### config.mk
export PLATFORM = sky130hd
export DESIGN_NAME = uart_wb_cmd_bridge
export DESIGN_NICKNAME = d
export VERILOG_FILES = /design/src/rtl/osiris_pkg.sv /design/src/rtl/uart_wb_cmd_bridge_timeout_ctr.sv /design/src/rtl/uart_wb_cmd_bridge.sv
export SDC_FILE = /design/constraint.sdc
export NUM_CORES = 1
export LEC_CHECK = 0
export CAP_MARGIN = 40
export CELL_PAD_IN_SITES_DETAIL_PLACEMENT = 0
export CELL_PAD_IN_SITES_GLOBAL_PLACEMENT = 1
export CORE_MARGIN = 2
export CORE_UTILIZATION = 41
export CTS_BUF_LIST = sky130_fd_sc_hd__clkbuf_4 sky130_fd_sc_hd__clkbuf_8 sky130_fd_sc_hd__clkbuf_16
export CTS_CLUSTER_SIZE = 20
export DETAILED_ROUTE_END_ITERATION = 7
export PLACE_DENSITY = 0.89
export SYNTH_ARGS = -nofsm -noshare
export SYNTH_HDL_FRONTEND = slang
export SYNTH_HIERARCHICAL = 1
export SYNTH_SLANG_ARGS = --single-unit
### constraint.sdc
create_clock -name clk -period 6.4 [get_ports clk]
set_input_delay 1.28 -clock clk [delete_from_list [all_inputs] [get_ports clk]]
set_output_delay 1.28 -clock clk [all_outputs]
set_load 0.005 [all_outputs]
### src/rtl/osiris_pkg.sv
// Shared definitions for the osiris_i host command bridge: command bytes and bridge FSM states.
package osiris_pkg;

    localparam logic [7:0] CMD_READ  = 8'h01;
    localparam logic [7:0] CMD_WRITE = 8'hAA;

    typedef enum logic [2:0] {
        ST_IDLE,
        ST_GET_ADDR,
        ST_GET_DATA,
        ST_WB_CYCLE,
        ST_TX_LOAD,
        ST_TX_GUARD,
        ST_TX_WAIT
    } bridge_state_t;

    function automatic int max_int(input int a, input int b);
        return (a > b) ? a : b;
    endfunction

endpackage

### src/rtl/uart_wb_cmd_bridge_timeout_ctr.sv
// Watchdog counter: cleared by i_clear, counts enabled cycles, flags expiry on the Nth one.
module bridge_timeout_ctr #(
    parameter int N = 255
) (
    input  logic clk,
    input  logic rst,
    input  logic i_clear,
    input  logic i_en,
    output logic o_expired
);

    localparam int CW = (N > 1) ? $clog2(N) : 1;

    logic [CW-1:0] r_cnt;

    // Expiry is combinational so the FSM can act in the same cycle the limit is reached.
    assign o_expired = i_en && (r_cnt == CW'(N - 1));

    always_ff @(posedge clk) begin
        if (rst || i_clear) begin
            r_cnt <= '0;
        end else if (i_en && !o_expired) begin
            r_cnt <= r_cnt + 1'b1;
        end
    end

endmodule

### src/rtl/uart_wb_cmd_bridge.sv
// Host command decoder: UART frames {CMD, ADDR, DATA} in, single Wishbone classic cycles out,
// read data returned LSB-first through the UART transmitter.
module uart_wb_cmd_bridge #(
    parameter int DATA_WIDTH   = 32,
    parameter int ADDR_WIDTH   = 32,
    parameter int BYTE_TIMEOUT = 500000,
    parameter int WB_TIMEOUT   = 255
) (
    input  logic                    clk,
    input  logic                    rst,
    input  logic [7:0]              i_rx_data,
    input  logic                    i_rx_valid,
    output logic [7:0]              o_tx_data,
    output logic                    o_tx_start,
    input  logic                    i_tx_busy,
    input  logic                    i_select_mem,
    output logic                    o_mem_sel,
    output logic                    o_wb_cyc,
    output logic                    o_wb_stb,
    output logic                    o_wb_we,
    output logic [ADDR_WIDTH-1:0]   o_wb_adr,
    output logic [DATA_WIDTH-1:0]   o_wb_dat,
    output logic [DATA_WIDTH/8-1:0] o_wb_sel,
    input  logic [DATA_WIDTH-1:0]   i_wb_dat,
    input  logic                    i_wb_ack,
    output logic                    o_busy,
    output logic                    o_error
);

    import osiris_pkg::*;

    localparam bridge_state_t IDLE     = ST_IDLE;
    localparam bridge_state_t GET_ADDR = ST_GET_ADDR;
    localparam bridge_state_t GET_DATA = ST_GET_DATA;
    localparam bridge_state_t WB_CYCLE = ST_WB_CYCLE;
    localparam bridge_state_t TX_LOAD  = ST_TX_LOAD;
    localparam bridge_state_t TX_GUARD = ST_TX_GUARD;
    localparam bridge_state_t TX_WAIT  = ST_TX_WAIT;

    localparam int ADDR_B = ADDR_WIDTH / 8;
    localparam int DATA_B = DATA_WIDTH / 8;
    localparam int MAX_B  = max_int(ADDR_B, DATA_B);
    localparam int BW     = (MAX_B > 1) ? $clog2(MAX_B) : 1;

    bridge_state_t         state;
    logic [BW-1:0]         r_idx;
    logic [DATA_WIDTH-1:0] r_rd_data;

    logic w_in_get;
    logic w_byte_expired;
    logic w_wb_expired;
    logic w_addr_last;
    logic w_data_last;

    assign w_in_get    = (state == GET_ADDR) || (state == GET_DATA);
    assign w_addr_last = (r_idx == BW'(ADDR_B - 1));
    assign w_data_last = (r_idx == BW'(DATA_B - 1));
    assign o_busy      = (state != IDLE);

    // Inter-byte silence watchdog: restarted by every received byte of the frame.
    bridge_timeout_ctr #(.N(BYTE_TIMEOUT)) u_byte_to (
        .clk       (clk),
        .rst       (rst),
        .i_clear   (!w_in_get || i_rx_valid),
        .i_en      (w_in_get && !i_rx_valid),
        .o_expired (w_byte_expired)
    );

    bridge_timeout_ctr #(.N(WB_TIMEOUT)) u_wb_to (
        .clk       (clk),
        .rst       (rst),
        .i_clear   (state != WB_CYCLE),
        .i_en      ((state == WB_CYCLE) && !i_wb_ack),
        .o_expired (w_wb_expired)
    );

    always_ff @(posedge clk) begin
        if (rst) begin
            state      <= IDLE;
            r_idx      <= '0;
            r_rd_data  <= '0;
            o_tx_data  <= '0;
            o_tx_start <= 1'b0;
            o_mem_sel  <= 1'b0;
            o_wb_cyc   <= 1'b0;
            o_wb_stb   <= 1'b0;
            o_wb_we    <= 1'b0;
            o_wb_adr   <= '0;
            o_wb_dat   <= '0;
            o_wb_sel   <= '0;
            o_error    <= 1'b0;
        end else begin
            o_tx_start <= 1'b0;
            o_error    <= 1'b0;
            case (state)
                IDLE: begin
                    if (i_rx_valid && (i_rx_data == CMD_WRITE || i_rx_data == CMD_READ)) begin
                        o_wb_we   <= (i_rx_data == CMD_WRITE);
                        o_mem_sel <= i_select_mem;
                        r_idx     <= '0;
                        state     <= GET_ADDR;
                    end
                end
                GET_ADDR: begin
                    if (i_rx_valid) begin
                        o_wb_adr[8*r_idx +: 8] <= i_rx_data;
                        if (w_addr_last) begin
                            r_idx <= '0;
                            if (o_wb_we) begin
                                state <= GET_DATA;
                            end else begin
                                o_wb_cyc <= 1'b1;
                                o_wb_stb <= 1'b1;
                                o_wb_sel <= '1;
                                state    <= WB_CYCLE;
                            end
                        end else begin
                            r_idx <= r_idx + 1'b1;
                        end
                    end else if (w_byte_expired) begin
                        r_idx   <= '0;
                        o_error <= 1'b1;
                        state   <= IDLE;
                    end
                end
                GET_DATA: begin
                    if (i_rx_valid) begin
                        o_wb_dat[8*r_idx +: 8] <= i_rx_data;
                        if (w_data_last) begin
                            r_idx    <= '0;
                            o_wb_cyc <= 1'b1;
                            o_wb_stb <= 1'b1;
                            o_wb_sel <= '1;
                            state    <= WB_CYCLE;
                        end else begin
                            r_idx <= r_idx + 1'b1;
                        end
                    end else if (w_byte_expired) begin
                        r_idx   <= '0;
                        o_error <= 1'b1;
                        state   <= IDLE;
                    end
                end
                WB_CYCLE: begin
                    // A read that times out still answers the host, with zero data.
                    if (i_wb_ack || w_wb_expired) begin
                        o_wb_cyc  <= 1'b0;
                        o_wb_stb  <= 1'b0;
                        o_wb_sel  <= '0;
                        o_error   <= !i_wb_ack;
                        r_rd_data <= i_wb_ack ? i_wb_dat : '0;
                        state     <= o_wb_we ? IDLE : TX_LOAD;
                    end
                end
                TX_LOAD: begin
                    if (!i_tx_busy) begin
                        o_tx_data  <= r_rd_data[8*r_idx +: 8];
                        o_tx_start <= 1'b1;
                        state      <= TX_GUARD;
                    end
                end
                TX_GUARD: begin
                    // Transmitter raises busy one cycle late; skip that cycle.
                    state <= TX_WAIT;
                end
                TX_WAIT: begin
                    if (!i_tx_busy) begin
                        if (w_data_last) begin
                            r_idx <= '0;
                            state <= IDLE;
                        end else begin
                            r_idx <= r_idx + 1'b1;
                            state <= TX_LOAD;
                        end
                    end
                end
                default: begin
                    state <= IDLE;
                end
            endcase
        end
    end

endmodule

* Yosys cells after proc, flatten, opt, wreduce, memory -nomap -nowiden
Index checks and enable logic that the tools add are counted.
** Word-level totals
- Word-level logic and storage cells :: 120
- RAM bits :: 0
- Bits in read-only memories :: 0
- Memories :: 0
- Output and inout port bits :: 83
- Bits of input ports :: 46
- Bits in latches :: 0
- Register bits :: 145
** Cells by class
- Eq/ne operators :: 24
- Bitwise gates (word level) :: 2
- Shift operators :: 3
- Reductions and logical operators :: 32
- Divide/modulo/power cells :: 0
- $lt $le $gt $ge :: 0
- Multipliers :: 0
- Add/subtract/negate cells :: 4
- Mux-type cells :: 41
** Operators by type and width (count)
- bitwise mux 32 bit :: 2
- negator 5 -> 34 bit :: 1
- variable shift 8 x 34 -> 32 bit, first input constant :: 1
- variable part select 8 x 34 -> 32 bit :: 1
- two-way mux 3 bit :: 11
- two-way mux 32 bit :: 1
- variable part select 32 x 6 -> 8 bit :: 1
- two-way mux 4 bit :: 6
- one-hot mux 3 bit (7 select lines) :: 1
- adder 19 x 1 -> 19 bit, second input constant :: 1
- == test 19 bit, second input constant :: 1
- == test 8 bit, second input constant :: 2
- != test 2 bit, second input constant :: 8
- one-hot mux 4 bit (3 select lines) :: 1
- two-way mux 1 bit :: 11
- two-way mux 2 bit :: 5
- AND reduction 2 bit :: 5
- == test 3 bit, second input constant :: 3
- nonzero test 3 bit :: 3
- adder 8 x 1 -> 8 bit, second input constant :: 1
- == test 8 x 1 -> 1 bit, second input constant :: 1
- logical AND 1 bit :: 7
- AND reduction 7 bit :: 1
- == test 3 x 2 -> 1 bit, second input constant :: 2
- other kinds (17) :: 29

* Logic depth before layout (Yosys ltp)
Gate-level depths: netlist of run 1.
- Depth after elaboration :: 7
- Depth in mapped cells :: 11
- Depth with buffers taken out :: 9

* Cells and area by module
Netlist of run 1, hierarchy kept.
** By module, submodules not included
- uart_wb_cmd_bridge :: cells each 542, sequential area each 2282.2 um^2, area each 4722.0 um^2, instances 1
- bridge_timeout_ctr at u_byte_to :: cells each 110, sequential area each 380.4 um^2, area each 970.9 um^2, instances 1
- bridge_timeout_ctr at u_wb_to :: cells each 51, sequential area each 160.2 um^2, area each 455.4 um^2, instances 1

* Worst setup path before layout of run 1
Ideal clock, no wire load.
- Path type :: input to register
- Start :: input port i_rx_valid
- End :: register r_idx[1]
- Arrival time :: 3.284 ns
- Slack :: 2.994 ns
- Path buffers :: 1
- Data required time :: 6.278 ns
- Cell stages on the path :: 10
- Library setup time :: 0.122 ns
- Path through :: nor2_1 > a21boi_0 > and3_1 > clkbuf_1 > nor2b_1 > nor2_1 > maj3_1 > o22ai_1 > nand2_1 > mux2i_1
** Between the ends
- Word-level cells in the longest chain between the ends :: 5
- Elaborated cells on any way between the ends :: 9
- Those cells by class :: eq/ne (2); mux (2); reduce/logical (5)
** Ends and longest elaborated chain
- start, declared :: RTL line uart_wb_cmd_bridge.sv:12 : input logic i_rx_valid,
- logical NOT 1 bit :: RTL line uart_wb_cmd_bridge.sv:65 : .i_en (w_in_get && !i_rx_valid),
- logical AND 1 bit :: RTL line uart_wb_cmd_bridge.sv:65
- logical AND 1 bit :: RTL line uart_wb_cmd_bridge_timeout_ctr.sv:17 : assign o_expired = i_en && (r_cnt == CW'(N - 1));
- via w_byte_expired :: RTL line uart_wb_cmd_bridge.sv:50 : logic w_byte_expired;
- != test 3 x 1 -> 1 bit (no source line)
- AND reduction 4 bit (no source line)
- end signal, assigned :: RTL line uart_wb_cmd_bridge.sv:118 : r_idx <= r_idx + 1'b1;
- end signal, assigned :: RTL line uart_wb_cmd_bridge.sv:136 : r_idx <= r_idx + 1'b1;
- end signal, assigned :: RTL line uart_wb_cmd_bridge.sv:172 : r_idx <= r_idx + 1'b1;
- end, declared :: RTL line uart_wb_cmd_bridge.sv:46 : logic [BW-1:0] r_idx;
The timed path passes the listed nets, and every way through them passes these cells.
A chain may end at the register's enable or synchronous reset.

* Worst setup path in the final report of run 1
Same ends and word-level chain as after synthesis.

==> impl_metrics.csv, run 1 <==
group,metric,value,unit
power_and_ir_drop,cellLeakagePower,2.699,nW
clock_tree,cts_resized,0,
sta,rsz0062_at_grt,"no",
clock_tree,cts_root_buffer,"clkbuf_16",
setup_path,critical_path_class,"input port to flop",
routing,wl_per_cell,16.34,um
finish,layoutNonFillerInstCount,998,
floorplan,core,0.01459,mm2
clock_tree,post_cts_buffers,0,
clock_tree,hold_buffers,0,
setup_path,crit_top_cell,"nor2_1",
sta,skew,8.025,ps
routing,ant_nets,0,
synthesis,ys_ff_latch,141,
job,maxCapViolations,0,
sta,setup_violations,0,
synthesis,async_flop_share,0,
synthesis,ys_seq_area_frac,0.4591,
setup_path,start_kind,"input port",
sta,fin_crit_sh,0.6214,
power_and_ir_drop,ir_drop,0.0001829,V
synthesis,synth_edf_count,0,
floorplan,die_x,126.5,um
global_route,grt_pass1_vias,5240,
sta,worstMarginPinSlew,763.4,ps
global_route,grt_first_pass_wirelength,26.09,mm
floorplan,dieArea,0.01599,mm2
synthesis,syn_area,0.006148,mm2
finish,layout.nets,857,
power_and_ir_drop,power.clock.fraction,0.513,
setup_path,slowest_stage,"a21boi_0",
placement,numPortBuffers,128,
setup_path,slowest_delay,630,ps
floorplan,io_pins,129,
placement,post-place-ws,2066,ps
synthesis,synth-main-ff-cell,"dfxtp_1",
setup_path,crit_fanout,8,
clock_tree,cts_made_buffers,17,
synthesis,synthTopCellsByArea,"dfxtp_1 46%, a22oi_1 6.1%, a21oi_1 5.9%",
synthesis,synth_nets,757,
clock_tree,ctsLongestPathBuffers,2,
clock_tree,tritoncts,"done",
global_route,antenna_found_initial,0,
floorplan,rows,44,
synthesis,synthTopCellsByCount,"141 x dfxtp_1, 90 x nand2_1, 73 x nor2_1, 72 x a21oi_1, 60 x nand3_1",
sta,fin_hold_ws,453.9,ps
routing,via_per_inst,5.564,
synthesis,synth.distinct_cells,61,
sta,report.final.slew_viol_count,0,
routing,firstDrtPassIters,5,
hold_path,hold_class,"flop to flop",
synthesis,synth.yosys.warnings,6,
routing,drc,0,
setup_path,end_kind,"flop",
routing,drt_wl_total,16.30,mm
floorplan,start_util,0.4214,
setup_path,cp_cell_sequence,"clkdlybuf4s50_1 -> nor2_1 -> a21boi_0 -> and3_1 -> nor2b_1 -> nor2_1 -> maj3_1 -> o22ai_1 -> nand2_1 -> mux2i_1",
setup_path,critPathTopFamily,"simple AND/OR/NAND/NOR gates",
clock_tree,cts_max_level,4,
global_route,grt_max_degree,90,
setup_path,cp.required,6710,ps
sta,timing.fmax,251.4,MHz
placement,place_congestion,0.8392,
finish,fill_cells,1290,
placement,placed_cells,967,
hold_path,worstHoldStart,"o_tx_data[7]",
sta,hold_viol_final,0,
power_and_ir_drop,powerDensity,240.5,mW/mm2
finish,areaGrowthSynthToFinish,30.22,%
power_and_ir_drop,swShare,0.2031,
global_route,track_usage,0.2018,
setup_path,cp.arrival,4290,ps
placement,dp_hpwl,11.20,mm
setup_path,timing.rr.start,"state[1]",
power_and_ir_drop,power.internal,0.001535,W
clock_tree,path_clk_slew,50,ps
synthesis,syn-instance-count,703,
synthesis,yosys.area.top_type,"dfxtp_1",
clock_tree,cts.sinks,141,
sta,fin_ws,2423,ps
global_route,overflow,0,
synthesis,yosysMostFrequentCell,"dfxtp_1",
floorplan,die_h,126.5,um
finish,drive_gt1_frac,0.07617,
power_and_ir_drop,power_frac_seq,0.456,
routing,first_iter_violations,443,
clock_tree,insertion_delay,430,ps
outcome,outcome,"complete, no violations",
finish,num_antenna_cells,0,
sta,maxSlewHeadroom,0.4872,
setup_path,crit_path_start,"i_rx_valid",
synthesis,synth_top_area_frac,0.4591,
setup_path,critPathBufInv,1,
sta,final.setup.tns,0,ps
synthesis,synth.avg_cell_area,8.746,um2
routing,vias,5553,
power_and_ir_drop,p_switching,0.0003911,W
power_and_ir_drop,pwr-share-comb,0.031,
sta,period_needed,3977,ps
finish,final_core_util,0.5488,
final cells by class:
cell class,count,area [um2],area share
inverters,11,41.29,0.005157
multi-input cells,495,2925,0.3654
clock buffers,24,509.2,0.06360
clock inverters,6,83.83,0.01047
flip-flops and latches,141,2823,0.3526
well taps,184,230.2,0.02875
repair buffers,137,1394,0.1741
through the flow:
stage	power, W	instance area, um2
floorplan	0.0009222	6148
global placement	0.0009533	7321
detailed placement	0.0009562	7406
CTS	0.001942	7999
global route	0.001979	8006
finish	0.001926	8006
worst min-delay path, stage by stage (launching register included):
cell     delay [ps]
dfxtp_1         300
nand2_1          50
a21oi_1          50
worst paths after layout:
path	end	slack (ps)	depth (start not counted)
worst max-delay path	r_idx[1]	2420	10
worst min-delay path	o_tx_data[7]	450	2
worst max register to register	r_idx[1]	3230	9
worst min register to register	o_tx_data[7]	450	2
power groups by stage:
stage | registers (W) | clock network [W] | logic (W)
CTS | 0.000878 | 0.00101 | 0.0000593
detailed placement | 0.000897 | 0 | 0.0000589
finish | 0.000878 | 0.000988 | 0.0000598
floorplan | 0.000897 | 0 | 0.0000250
global placement | 0.000897 | 0 | 0.0000560
global route | 0.000878 | 0.00104 | 0.0000626
placed cells by master (no fill, tap or decap), types with 3 or more instances in the layout:
master           count
a21oi_1             72
a22oi_1             50
a31oi_1              5
and3_1              12
and4_1               3
buf_4                5
clkbuf_16           17
clkbuf_8             5
clkdlybuf4s50_1    127
clkinv_2             3
dfxtp_1            141
ha_1                 8
inv_1               11
mux2i_1              4
mux4_2               8
nand2_1             90
nand2b_1             4
nand3_1             60
nand4_1             10
nor2_1              73
nor2b_1              6
nor3_1               8
o211ai_1             4
o21ai_0              8
o21ai_1              7
or3_1                9
or4_1                3
xor2_1               8
sequential cells by signal, summed over array words and instances, names as in the netlist, 2 cells and up:
signal	count
u_byte_to/r_cnt	19
o_wb_dat	32
u_wb_to/r_cnt	8
o_tx_data	8
r_idx	2
r_rd_data	32
o_wb_adr	32
state	3
per-layer routing:
metal  vias to the layer above  part of all wire  wire length (um)  global-route usage
met3                        29             0.060               979             0.04471
met1                      2656              0.44              7142              0.2542
met2                       167              0.48              7845              0.3372
met5                         -                 0                 0                   0
li1                       2701                 -                 -                   -
met4                         0             0.021               335             0.07886
kinds of logic after synthesis:
group / count (synthesis) / synth area share
buffers and inverters: 67 / 0.06573
adder cells (fa/ha/maj): 9 / 0.01791
AND/OR/NAND/NOR: 300 / 0.2414
multiplexers: 13 / 0.03765
XOR/XNOR: 8 / 0.01140
AO/OA/AOI/OAI: 165 / 0.1669
flip-flops: 141 / 0.4591
(Power assumes the default switching activity.)
==> inputs of run 2 (changes only) <==
--- a/config.mk
+++ b/config.mk
@@ -9,11 +9,11 @@
 export CELL_PAD_IN_SITES_DETAIL_PLACEMENT = 0
 export CELL_PAD_IN_SITES_GLOBAL_PLACEMENT = 1
 export CORE_MARGIN = 2
-export CORE_UTILIZATION = 41
+export CORE_UTILIZATION = 34
 export CTS_BUF_LIST = sky130_fd_sc_hd__clkbuf_4 sky130_fd_sc_hd__clkbuf_8 sky130_fd_sc_hd__clkbuf_16
 export CTS_CLUSTER_SIZE = 20
 export DETAILED_ROUTE_END_ITERATION = 7
-export PLACE_DENSITY = 0.89
+export PLACE_DENSITY = 0.79
 export SYNTH_ARGS = -nofsm -noshare
 export SYNTH_HDL_FRONTEND = slang
 export SYNTH_HIERARCHICAL = 1
==> constraint.sdc (replaced) <==
create_clock -name clk -period 3.61 [get_ports clk]
set_input_delay 0.722 -clock clk [delete_from_list [all_inputs] [get_ports clk]]
set_output_delay 0.722 -clock clk [all_outputs]
set_load 0.005 [all_outputs]
==> impl_metrics.csv, run 2 (synthesis gave the netlist of run 1 again) <==
group,metric,value,unit
setup_path,cp.required,3910,ps
finish,final_common_cell,"dfxtp_1",
finish,num_antenna_cells,0,
hold_path,hold_class,"flop to flop",
floorplan,dieArea,0.01918,mm2
clock_tree,cts.sinks,141,
clock_tree,tritoncts,"done",
hold_path,hold_path_end,"o_wb_adr[30]",
clock_tree,post_cts_buffers,0,
setup_path,critical_path_class,"input port to flop",
setup_path,rr_endpoint,"r_idx[1]",
routing,via_per_inst,5.146,
job,maxCapViolations,0,
finish,areaGrowthSynthToFinish,32.23,%
setup_path,crit_top_cell,"nor2_1",
clock_tree,cts_max_level,4,
global_route,antenna_found_initial,0,
routing,first_iter_violations,272,
finish,final_core_util,0.4557,
clock_tree,ctsLongestPathBuffers,2,
hold_path,hold_depth,2,
routing,wl_per_cell,15.61,um
setup_path,cp.arrival,3100,ps
routing,firstDrtPassIters,4,
setup_path,crit_fanout,8,
global_route,track_usage,0.1708,
sta,skew,8.590,ps
sta,rsz0062_at_grt,"no",
setup_path,cp_cell_sequence,"clkdlybuf4s50_1 -> nor2_1 -> a21boi_0 -> and3_1 -> nor2b_1 -> nor2_1 -> maj3_1 -> o22ai_1 -> nand2_1 -> mux2i_1",
sta,setup_violations,0,
global_route,grt_first_pass_wirelength,26.77,mm
outcome,outcome,"complete, no violations",
global_route,grt_max_degree,67,
hold_path,worstHoldStart,"o_wb_adr[30]",
setup_path,slowest_delay,540,ps
placement,dpl-instance-area,0.007497,mm2
clock_tree,path_clk_slew,60,ps
setup_path,reg2reg_depth,9,
setup_path,end_kind,"flop",
placement,place_congestion,0.7937,
floorplan,core,0.01784,mm2
floorplan,die_h,138.5,um
routing,drc,0,
finish,drive_gt1_frac,0.08738,
global_route,grt_pass1_vias,5095,
routing,drt_wl_total,16.44,mm
sta,fin_crit_sh,0.7776,
sta,final.setup.tns,0,ps
placement,dp_hpwl,11.29,mm
finish,fill_cells,1724,
placement,numPortBuffers,128,
finish,largestRegisters,"o_wb_adr (32), o_wb_dat (32), r_rd_data (32)",
clock_tree,insertion_delay,410,ps
routing,ant_nets,0,
power_and_ir_drop,powerDensity,434.8,mW/mm2
sta,report.final.slew_viol_count,0,
finish,mostFrequentLayoutCells,"141 x dfxtp_1, 127 x clkdlybuf4s50_1, 90 x nand2_1",
finish,layout.nets,867,
setup_path,start_kind,"input port",
clock_tree,cts_resized,0,
floorplan,start_util,0.3446,
floorplan,die_x,138.5,um
setup_path,timing.rr.start,"state[1]",
power_and_ir_drop,ir_drop,0.0003097,V
sta,period_needed,2807,ps
sta,timing.fmax,356.3,MHz
setup_path,r2r_slack,1060,ps
power_and_ir_drop,cellLeakagePower,2.745,nW
clock_tree,cts_made_buffers,17,
sta,maxSlewHeadroom,0.5589,
setup_path,slowest_stage,"clkdlybuf4s50_1",
clock_tree,cts_root_buffer,"clkbuf_16",
finish,stdcell_area,0.008130,mm2
floorplan,rows,49,
floorplan,io_pins,129,
sta,hold_viol_final,0,
power_and_ir_drop,total_power,0.003535,W
sta,worstMarginPinSlew,656.5,ps
global_route,overflow,0,
routing,vias,5419,
clock_tree,hold_buffers,0,
==> run 2: changes by cell type in the layout (fill, tap and decap cells not counted), sizes merged <==
cell           delta
clkbuf            -3
clkdlybuf4s18     -1
inv               +1
clkinv            -1
clkinvlp          +1
buf              +11
bufinv            +2
==> run 2: final cells by class <==
type / count / area, um2 / share of cell area
multi-input cells: 495 / 2925 / 0.3598
flip-flops and latches: 141 / 2823 / 0.3472
repair buffers: 147 / 1421 / 0.1748
clock buffers: 21 / 474.2 / 0.05833
well taps: 229 / 286.5 / 0.03524
clock inverters: 9 / 158.9 / 0.01954
inverters: 11 / 41.29 / 0.005078
==> run 2: worst max-delay path by stage <==
stage | startpoint | slack (ps) | end
2_1_floorplan | i_rx_valid | 760 | r_idx[1]
3_3_place_gp | i_rx_valid | 490 | r_idx[1]
3_5_place_dp | i_rx_valid | 400 | r_idx[1]
4_1_cts | i_rx_valid | 830 | r_idx[1]
5_1_grt | i_rx_valid | 590 | r_idx[1]
6_report | i_rx_valid | 800 | r_idx[1]
==> run 2: critical path: cells and delay by family <==
kind	cells	cell delay [ps]
multiplexers	1	120
buffers and inverters	1	540
AND/OR/NAND/NOR	5	920
adder cells (fa/ha/maj)	1	350
AO/OA/AOI/OAI	2	440
==> run 2: through the flow <==
| step | hold WS [ps] | instances | setup WS [ps] |
|---|---|---|---|
| floorplan | 452.7 | 703 | 761.8 |
| global placement | 442.4 | 1023 | 492.9 |
| detailed placement | 448.0 | 1023 | 396.0 |
| CTS | 456.0 | 1053 | 832.5 |
| global route | 469.4 | 1053 | 591.3 |
| finish | 452.9 | 1053 | 803.0 |
==> run 2: layer usage <==
metal	up-vias	wire, um	GRT usage
li1	2733	-	-
met1	2531	7969	0.2412
met2	144	7378	0.2595
met3	11	923	0.04434
met4	0	170	0.04672
met5	-	0	0
==> run 2: power by group <==
part / internal (W) / switching [W] / leakage (nW)
Clock: 0.00121 / 0.000655 / 0.309
Sequential: 0.00156 / 0.000000296 / 1.13
Combinational: 0.0000532 / 0.0000560 / 1.30
==> RTL edit 1 (flow settings as in run 1) <==
Change the parameter `DATA_WIDTH` from 32 to 64.
--- a/src/rtl/uart_wb_cmd_bridge.sv
+++ b/src/rtl/uart_wb_cmd_bridge.sv
@@ -1,7 +1,7 @@
 // Host command decoder: UART frames {CMD, ADDR, DATA} in, single Wishbone classic cycles out,
 // read data returned LSB-first through the UART transmitter.
 module uart_wb_cmd_bridge #(
-    parameter int DATA_WIDTH   = 32,
+    parameter int DATA_WIDTH   = 64,
     parameter int ADDR_WIDTH   = 32,
     parameter int BYTE_TIMEOUT = 500000,
     parameter int WB_TIMEOUT   = 255
Interface: changed (resized i_wb_dat, o_wb_dat and o_wb_sel); port bits go from 129 to 197. The function was not compared with the original's and may differ.
==> RTL edit 1 against run 1 <==
Worst setup slack improved by 32 ps; cell area grew 44%; area after synthesis grew 42%; synthesized cell count is 42% higher; routed wire length is 49% higher; critical endpoint is now r_idx[0]; combinational power grew to 6.2 times the old value; total power increased by 58%; largest cell class unchanged; sequential cell count grew 65.
==> RTL edit 1: results (changes against run 1) <==
Met3 Wirelength 1954 um (was 979 um); average wire per standard cell 16.98 um (was 16.34 um); yosys warns 6 (unchanged); first-pass GRT wire length 38540 um (was 26090 um); largest net degree at the start of global routing 86 (was 90); Synth Net Count 1086 (was 757); register area share after synthesis 47.27% (was 45.91%); n_diodes 0 (unchanged); clk buf depth 3 (was 2); top cells by count, synth 206 x dfxtp_1, 126 x nand2_1, 117 x nor2_1, 97 x a21oi_1, 76 x nand3_1 (was 141 x dfxtp_1, 90 x nand2_1, 73 x nor2_1, 72 x a21oi_1, 60 x nand3_1); met1 WL 10560 um (was 7142 um); top flop regs o_wb_dat: 64 flops, r_rd_data: 64 flops, o_wb_adr: 32 flops (was o_wb_adr: 32 flops, o_wb_dat: 32 flops, r_rd_data: 32 flops); Logic power comb 0.372 mW (was 0.0598 mW); NumNets Final 1234 (was 857); top routing layer used met4 (unchanged); clock slew at reported path FFs 60 ps; Critical Path Fanout Max 12 (was 8); Remaining DRCs 0 (unchanged); met3 usage 6.098% (was 4.471%); clock latency on the worst-skew pair 510 ps (was 430 ps); H-tree depth 1 (was 4); 1st-iter DRT viols 487 (was 443); Netlist cell types 63 (was 61); power of the sequential group 1.34 mW (was 0.878 mW); vias per inst 5.454 (was 5.564); IO Port Bufs 196 (was 128); worst vdd ir 0.2069 mV (was 0.1829 mV); Slew HR 46.84% (was 48.72%); Placed Area 10760 um^2 (was 7406 um^2); cts repair resizes 0 (unchanged); number of global-route vias before repair 7288 (was 5240); Int Power 2.286 mW (was 1.535 mW); Placer Congestion 0.8500 (was 0.8392); total CTS buffers 23 (was 17); gr usage total 21.10% (was 20.18%); Worst Path Arrival 4330 ps (was 4290 ps); Synth Flop Type dfxtp_1 (unchanged); GRT met1 Usage 27.26% (was 25.42%); most area-consuming cells after synthesis dfxtp_1 47%, a22oi_1 5.7%, a21oi_1 5.6% (was dfxtp_1 46%, a22oi_1 6.1%, a21oi_1 5.9%); skew final 17.64 ps (was 8.025 ps); leakage power 3.937 nW (was 2.699 nW); initial antenna violation count 0 (unchanged); placed wire-length estimate 16320 um (was 11200 um); met2 routed WL 11450 um (was 7845 um); sw power 0.7493 mW (was 0.3911 mW); met2 Use GR 35.18% (was 33.72%); status finished, final reports clean (unchanged); share of layout cells above drive strength 1 7.586% (was 7.617%)
==> RTL edit 1: changes by cell type after synthesis, sizes merged, moves of 18 or more <==
cell / change
dfxtp: +65
nor2: +44
a21oi: +25
clkbuf: +21
nand4: +18
nand2: +36
==> RTL edit 1: logic make-up after synthesis <==
group	Yosys count	share of synthesized area [%]
xor gates and xnor gates	8	0.8031
adders and majority gates	12	1.692
DFF	206	47.27
AOI/OAI and AO/OA	219	15.86
and+or+nand+nor	418	22.92
muxes	35	6.310
buffers and inverters	99	5.148
==> RTL edit 1: layout make-up <==
| cell class | instances | area (um^2) |
|---|---|---|
| Clock buffer | 31 | 654.4 |
| Clock inverter | 9 | 110.1 |
| Fill cell | 1926 | 9424 |
| Inverter | 13 | 48.80 |
| Multi-Input combinational cell | 692 | 4174 |
| Sequential cell | 206 | 4124 |
| Tap cell | 275 | 344.1 |
| Timing Repair Buffer | 209 | 2076 |
==> RTL edit 1: path summary, 6_finish.rpt <==
| path | end | slack (ps) | startpoint | cells after the start |
|---|---|---|---|---|
| setup reg to reg | r_idx[0] | 3170 | state[0] | 9 |
| hold / removal | o_wb_adr[25] | 450 | o_wb_adr[25] | 2 |
| setup / recovery | r_idx[0] | 2460 | i_rx_valid | 10 |
| hold reg to reg | o_wb_adr[25] | 450 | o_wb_adr[25] | 2 |
==> RTL edit 1: per-stage QoR <==
step / setup slack (ps) / std cells
2_1_floorplan: 2750 / 997
3_3_place_gp: 2072 / 1389
3_5_place_dp: 1990 / 1394
4_1_cts: 2502 / 1434
5_1_grt: 2240 / 1435
6_report: 2455 / 1435
==> RTL edit 1: worst max-delay path, cell delays in order <==
cell and delay, ps:
clkdlybuf4s50_1 610, nor2_1 240, a21boi_0 550, and3_1 380, nor2b_1 270, nor2_1 100, maj3_1 360, o22ai_1 150
a21oi_1 120, a22o_1 260
==> RTL edit 2 (settings of run 1) <==
Made on the original files. Re-encode `bridge_state_t` (7 states) as one-hot, 7 bits wide.
--- a/src/rtl/osiris_pkg.sv
+++ b/src/rtl/osiris_pkg.sv
@@ -4,14 +4,14 @@
     localparam logic [7:0] CMD_READ  = 8'h01;
     localparam logic [7:0] CMD_WRITE = 8'hAA;
 
-    typedef enum logic [2:0] {
-        ST_IDLE,
-        ST_GET_ADDR,
-        ST_GET_DATA,
-        ST_WB_CYCLE,
-        ST_TX_LOAD,
-        ST_TX_GUARD,
-        ST_TX_WAIT
+    typedef enum logic [6:0] {
+        ST_IDLE     = 7'b0000001,
+        ST_GET_ADDR = 7'b0000010,
+        ST_GET_DATA = 7'b0000100,
+        ST_WB_CYCLE = 7'b0001000,
+        ST_TX_LOAD  = 7'b0010000,
+        ST_TX_GUARD = 7'b0100000,
+        ST_TX_WAIT  = 7'b1000000
     } bridge_state_t;
 
     function automatic int max_int(input int a, input int b);
Formal check against the unedited RTL: same outputs for any inputs over 4 cycles, from zero or initial values and one cycle with rst high; so few cycles prove little.
==> RTL edit 2 against run 1 <==
Sequential cell count up 4; total power is 1.8% higher; cell area grew 4.1%; area after synthesis up 4.7%; register-to-register slack lost 320 ps; worst setup slack gained 28 ps; first-iteration DRC count shrank 6.8%; critical path type unchanged; count of clock-buffer cells in the layout fell by 5; cell count rose by 7.8%; routed wire length is 3.6% higher; utilization shrank 0.25 points; critical path depth shrank 1.
==> RTL edit 2: results (changes against run 1) <==
total CTS buffers 17 (unchanged); CP peak stage delay 750 ps (was 630 ps); status finished, final reports clean (unchanged); R2R Setup Slk 2910 ps (was 3230 ps); Netlist cell types 60 (was 61); CTS Sinks 145 (was 141); Cells after DPL 1044 (was 967); Worst Hold Path EP o_wb_adr[21] (was o_tx_data[7]); FF-to-FF End r_idx[0] (was r_idx[1]); comb_multi_in 543 (was 495); leakage power 2.928 nW (was 2.699 nW); hold path startpoint o_wb_adr[21] (was o_tx_data[7]); Repair and plain buffers 134 (was 137); average wire per standard cell 15.69 um (was 16.34 um); Non-Filler Instances 1076 (was 998); Synth Net Count 814 (was 757); Seq. cell area 2903 um^2 (was 2823 um^2); number of global-route vias before repair 5192 (was 5240); Multi-input gate area 3226 um^2 (was 2925 um^2); placed wire-length estimate 11410 um (was 11200 um); most area-consuming cells after synthesis dfxtp_1 45%, nor2_1 6.9%, a21oi_1 5.6% (was dfxtp_1 46%, a22oi_1 6.1%, a21oi_1 5.9%); vias 5736 (was 5553); RR Startpoint state[4] (was state[1]); share of layout cells above drive strength 1 7.399% (was 7.617%); Placed Area 7765 um^2 (was 7406 um^2); gr usage total 20.54% (was 20.18%); Critical Path Fanout Max 12 (was 8); Placer Congestion 0.8262 (was 0.8392); top cells by count, synth 145 x dfxtp_1, 119 x nor2_1, 88 x nand2_1, 72 x a21oi_1, 48 x clkbuf_1 (was 141 x dfxtp_1, 90 x nand2_1, 73 x nor2_1, 72 x a21oi_1, 60 x nand3_1); skew final 10.78 ps (was 8.025 ps); Int Power 1.501 mW (was 1.535 mW); 1st-iter DRT viols 413 (was 443); NumNets Final 907 (was 857); Slew HR 48.44% (was 48.72%); CLK BUF 19 (was 24); final hold slack 453.1 ps (was 453.9 ps); fillcell total 1427 (was 1290); Place WS 2017 ps (was 2066 ps); largest net degree at the start of global routing 78 (was 90); crit path max-delay cell type nor4_1 (was a21boi_0)
## RTL edit 2: changes by cell type in the layout (fill, tap and decap cells not counted), moves of 6 or more
| cell | run 1 | this run |
|---|---|---|
| inv_6 | 0 | 6 |
| nand4_1 | 10 | 19 |
| and2_1 | 2 | 12 |
| a22oi_1 | 50 | 32 |
| nor2_1 | 73 | 118 |
| mux2i_1 | 4 | 19 |
| nand3_1 | 60 | 38 |
## RTL edit 2: metal layers
metal / vias up / GRT usage, % / routed length, um
met5: - / 0 / 0
met4: 0 / 5.243 / 177
met2: 133 / 31.80 / 7893
met3: 16 / 6.358 / 1043
li1: 2869 / - / -
met1: 2718 / 27.99 / 7769
## RTL edit 2: worst max-delay path by stage
stage | slack, ps | depth (start not counted) | end
2_1_floorplan | 2680 | 10 | r_idx[0]
3_3_place_gp | 2050 | 9 | r_idx[0]
3_5_place_dp | 2020 | 9 | r_idx[0]
4_1_cts | 2460 | 9 | r_idx[0]
5_1_grt | 2260 | 9 | r_idx[0]
6_report | 2450 | 9 | r_idx[0]
## RTL edit 2: cells by family after synthesis
family                     count (synthesis)  share of synthesized area, %
xor gates and xnor gates                  10                         1.361
DFF                                      145                         45.11
and+or+nand+nor                          347                         26.58
buffers and inverters                     71                         4.803
AOI/OAI and AO/OA                        149                         14.47
muxes                                     28                         5.930
adders and majority gates                  9                         1.750
## RTL edit 2: power groups by stage
stage	Clock, mW	Combinational (mW)	Sequential (mW)
after detailed placement	0	0.0911	0.929
after CTS	0.980	0.0914	0.909
after global placement	0	0.0914	0.929
after floorplan	0	0.0470	0.926
after global routing	1.02	0.0985	0.909
final	0.959	0.0920	0.909
## RTL edit 2: critical path, delay by kind of cell
kind            cells  cell delay [ps]
compound gates      1              360
buf+inv             1              600
mux                 1              330
simple gates        6             1670
